## src/rtl/data_latch_sequencer.sv

```systemverilog
// Sequencer for memory reads through the input data latch: address/read strobe, ready wait,
// sample/transfer strobes, then one bus enable. Also handles two-byte operand fetch and timeout.
module data_latch_sequencer #(
  parameter int unsigned TIMEOUT      = 8,
  parameter int unsigned DRIVE_CYCLES = 1
) (
  input  logic        clk,
  input  logic        reset,
  input  logic        req,
  input  logic [1:0]  req_dest,
  input  logic [15:0] req_addr,
  input  logic        mem_rdy,
  output logic [15:0] mem_addr,
  output logic        mem_rd,
  output logic        dl_clk_2,
  output logic        dl_clk_1,
  output logic        enable_db,
  output logic        enable_adl,
  output logic        enable_adh,
  output logic        busy,
  output logic        done,
  output logic        err
);

  localparam logic [7:0] WaitLast  = 8'(TIMEOUT - 1);
  localparam logic [1:0] DriveLast = 2'(DRIVE_CYCLES - 1);

  typedef enum logic [2:0] {
    StIdle,
    StAddr,
    StWait,
    StXfer,
    StDrive,
    StAbort
  } state_e;

  state_e      state_q, state_d;
  logic [15:0] addr_q, addr_d;
  logic [1:0]  dest_q, dest_d;
  logic        byte_q, byte_d;
  logic [7:0]  wait_cnt_q, wait_cnt_d;
  logic [1:0]  drive_cnt_q, drive_cnt_d;

  logic        drive_last;
  logic        first_of_pair;

  assign drive_last    = (drive_cnt_q == DriveLast);
  // Low byte of a two-byte fetch: another read follows instead of done.
  assign first_of_pair = (dest_q == 2'b11) && !byte_q;

  always_ff @(posedge clk) begin
    if (reset) begin
      state_q     <= StIdle;
      addr_q      <= 16'h0000;
      dest_q      <= 2'b00;
      byte_q      <= 1'b0;
      wait_cnt_q  <= 8'd0;
      drive_cnt_q <= 2'd0;
    end else begin
      state_q     <= state_d;
      addr_q      <= addr_d;
      dest_q      <= dest_d;
      byte_q      <= byte_d;
      wait_cnt_q  <= wait_cnt_d;
      drive_cnt_q <= drive_cnt_d;
    end
  end

  always_comb begin
    state_d     = state_q;
    addr_d      = addr_q;
    dest_d      = dest_q;
    byte_d      = byte_q;
    wait_cnt_d  = wait_cnt_q;
    drive_cnt_d = drive_cnt_q;
    unique case (state_q)
      StIdle: begin
        if (req) begin
          addr_d  = req_addr;
          dest_d  = req_dest;
          byte_d  = 1'b0;
          state_d = StAddr;
        end
      end
      StAddr: begin
        wait_cnt_d = 8'd0;
        state_d    = StWait;
      end
      StWait: begin
        if (mem_rdy) begin
          state_d = StXfer;
        end else if (wait_cnt_q == WaitLast) begin
          state_d = StAbort;
        end else begin
          wait_cnt_d = wait_cnt_q + 8'd1;
        end
      end
      StXfer: begin
        drive_cnt_d = 2'd0;
        state_d     = StDrive;
      end
      StDrive: begin
        if (drive_last) begin
          if (first_of_pair) begin
            byte_d  = 1'b1;
            addr_d  = addr_q + 16'd1;
            state_d = StAddr;
          end else begin
            state_d = StIdle;
          end
        end else begin
          drive_cnt_d = drive_cnt_q + 2'd1;
        end
      end
      StAbort: state_d = StIdle;
      default: state_d = StIdle;
    endcase
  end

  always_comb begin
    mem_rd     = (state_q == StAddr) || (state_q == StWait);
    mem_addr   = mem_rd ? addr_q : 16'h0000;
    // Sample strobe follows mem_rdy in the same cycle.
    dl_clk_2   = (state_q == StWait) && mem_rdy;
    dl_clk_1   = (state_q == StXfer);
    enable_db  = 1'b0;
    enable_adl = 1'b0;
    enable_adh = 1'b0;
    if (state_q == StDrive) begin
      unique case (dest_q)
        2'b00:   enable_db  = 1'b1;
        2'b01:   enable_adl = 1'b1;
        2'b10:   enable_adh = 1'b1;
        default: begin
          enable_adl = !byte_q;
          enable_adh = byte_q;
        end
      endcase
    end
    busy = (state_q != StIdle);
    done = (state_q == StDrive) && drive_last && !first_of_pair;
    err  = (state_q == StAbort);
  end

endmodule

```

## config.mk

```make
export PLATFORM = sky130hd
export DESIGN_NAME = data_latch_sequencer
export DESIGN_NICKNAME = d
export VERILOG_FILES = /design/src/rtl/data_latch_sequencer.sv
export SDC_FILE = /design/constraint.sdc
export NUM_CORES = 1
export LEC_CHECK = 0
export CORE_AREA = 2 2 78 58
export DETAILED_ROUTE_END_ITERATION = 16
export DIE_AREA = 0 0 80 60
export PLACE_DENSITY = 0.92
export REMOVE_ABC_BUFFERS = 1
export SYNTH_ARGS = -nofsm -noshare
export SYNTH_HDL_FRONTEND = slang
export SYNTH_SLANG_ARGS = --single-unit
```

## constraint.sdc

```tcl
create_clock -name clk -period 3.6 [get_ports clk]
set_input_delay 1.08 -clock clk [delete_from_list [all_inputs] [get_ports clk]]
set_output_delay 1.08 -clock clk [all_outputs]
set_load 0.05 [all_outputs]
```

==> impl_metrics.json <==
{
  "status": "finished, final reports clean",
  "use_met1_pct": 37.0,
  "use_met3_pct": 6.80,
  "crit_arrival_ns": 2.23,
  "rr_endpoint": "addr_q[3]",
  "finalMaxSlewViolations": 0,
  "hp-class": "reg2reg",
  "htree_levels": 2,
  "syn_avg_cell_area_sq_um": 7.62,
  "drt_first_pass_iters": 4,
  "finalSetupViolCount": 0,
  "drc": 0,
  "cts.sinks": 32,
  "postCtsSetupRepairBufs": 0,
  "num_rows": 20,
  "dp_hpwl_um": 4070,
  "wl_per_cell_um": 15.7,
  "power.leakage_nw": 1.04,
  "die_x_um": 80,
  "finClkSkew_ns": 0.0153,
  "hold_start": "drive_cnt_q[1]",
  "cp.required_ns": 2.52,
  "async_flop_share_pct": 0,
  "dieArea_sq_um": 4800,
  "clock_latency_ns": 0.29,
  "stdcell_area_sq_um": 2690,
  "gr-total-overflow": 0,
  "ctsLongestPathBuffers": 2,
  "viasPerCell": 6.15,
  "grt_pass1_vias": 2027,
  "final_antenna_net_count": 0,
  "seq_area_frac_synth_pct": 30.5,
  "layout-drive-gt1-share_pct": 14.0,
  "finalPower_mw": 1.14,
  "power.density_nw_per_um2": 425,
  "ir_worst_vdd_v": 0.000331,
  "ys_dominant_reg_cell": "dfxtp_1",
  "cts_resized": 0,
  "rr_worst_depth": 5,
  "worst-setup-path-type": "in2out",
  "use_met2_pct": 37.7,
  "area_growth_pct": 27.7,
  "grt_start_max_net_pins": 27,
  "path_clk_slew_ns": 0.06,
  "cts_buffers": 5,
  "cp-start-kind": "input pin",
  "synth_edf_count": 0,
  "ios": 47,
  "min_path_cells": 2,
  "synthCells": 276,
  "end_kind": "output port",
  "hold_violations": 0,
  "wl_um": 5790,
  "root_buffer": "clkbuf_8",
  "max_freq_mhz": 302,
  "die_y_um": 60,
  "min_period_ns": 3.31,
  "nNetsFinal": 339,
  "postSynthRegisterBits": 32,
  "yosys.cell_types.count": 53,
  "start_util_pct": 51.2,
  "grt_pass1_wl_um": 9570,
  "yosys_warnings": 0,
  "initialDrtViolationCount": 202,
  "rsz0062_at_grt": "false",
  "top_usage_layer": "met2",
  "diodes": 0,
  "coreArea_sq_um": 4100,
  "maxCapViolations": 0,
  "port_buffers": 46,
  "final_cell_mix": "dfxtp_1, buf_4, nand2_1, clkdlybuf4s50_1, and2_1",
  "worst_slew_pin_slew_ns": 0.628,
  "netlist_area_sq_um": 2100,
  "cp_max_fo": 3,
  "crit_start": "mem_rdy",
  "dr_total_vias": 2276,
  "holdPathEnd": "drive_cnt_q[1]",
  "gr-usage-all-layers_pct": 25.8,
  "layout_commonest_cell": "dfxtp_1",
  "r2r_setup_slack_ns": 1.40,
  "slew_headroom_pct": 58.0,
  "holdBufCountCts": 0,
  "r2r_start": "state_q[2]",
  "antenna_found_initial": 0,
  "place_area_sq_um": 2590,
  "cts_tree": "yes",
  "place_congestion": 0.899,
  "final.period_utilization_pct": 92.0
}
## critical path, cell delays in order
cell and delay (ns):
clkdlybuf4s50_1 0.52, nor2b_1 0.21, nor2b_1 0.25, buf_12 0.17
## Yosys cell counts (4+ instances only)
cell | count | area, sq um
inv_1 | 16 | 60.1
a211oi_1 | 10 | 75.1
nand2b_1 | 4 | 25.0
and3_1 | 8 | 50.1
nor3_1 | 9 | 45.0
nor2_1 | 16 | 60.1
and4_1 | 5 | 43.8
buf_2 | 6 | 30.0
nand2_1 | 22 | 82.6
o21ai_0 | 8 | 40.0
and2_1 | 18 | 113
dfxtp_1 | 32 | 641
a31oi_1 | 4 | 25.0
nand3_1 | 13 | 65.1
o31a_1 | 4 | 35.0
clkbuf_1 | 13 | 48.8
a21oi_1 | 17 | 85.1
o32ai_1 | 11 | 96.3
nand4_1 | 8 | 50.1
## sequential cells by signal, indices dropped and copies added, names as in the netlist
register,cells
dest_q,2
state_q,3
wait_cnt_q,8
byte_q,1
drive_cnt_q,2
addr_q,16
## where the power goes
| group | internal [mW] | total, mW | leakage [nW] | switching [mW] |
|---|---|---|---|---|
| Combinational | 0.149 | 0.409 | 0.728 | 0.260 |
| Sequential | 0.388 | 0.437 | 0.261 | 0.0484 |
| Clock | 0.153 | 0.295 | 0.0510 | 0.142 |
| Total | 0.690 | 1.14 | 1.04 | 0.451 |
## per-stage QoR
step	util (%)	hold WS [ns]	std cells	setup slack [ns]	TNS (ns)
after floorplan	-	0.437	255	-0.236	-0.317
after global placement	63.2	0.454	362	0.314	0
after detailed placement	63.2	0.465	362	0.295	0
final	65.4	0.472	370	0.286	0
after CTS	65.4	0.473	370	0.280	0
after global routing	65.4	0.508	370	0.225	0
## metal layers
layer / vias up / part of all wire (%)
met5: - / 0
met4: 0 / 1.3
met3: 9 / 7.5
met2: 93 / 44
met1: 1067 / 47
li1: 1107 / -
## worst max-delay path by stage
stage	to	slack [ns]
final	dl_clk_2	0.29
after global routing	dl_clk_2	0.23
after CTS	dl_clk_2	0.28
after detailed placement	dl_clk_2	0.29
after global placement	dl_clk_2	0.31
after floorplan	enable_adl	-0.24
## layout make-up
| type | instances | area, sq um |
|---|---|---|
| inverters | 17 | 63.8 |
| well taps | 55 | 68.8 |
| multi-input cells | 206 | 1310 |
| repair buffers | 52 | 508 |
| fillers | 344 | 1420 |
| clock buffers | 6 | 82.6 |
| clock inverters | 2 | 10.0 |
| flip-flops and latches | 32 | 641 |
## cell families after synthesis
| kind of cell | share of synthesized area, % |
|---|---|
| adder cells (fa/ha/maj) | 1.79 |
| XOR/XNOR | 1.25 |
| AND/OR/NAND/NOR | 31.0 |
| flip-flops | 30.5 |
| buffers and inverters | 7.14 |
| AO/OA/AOI/OAI | 28.4 |
No activity file was read; power rests on OpenSTA's default activity.
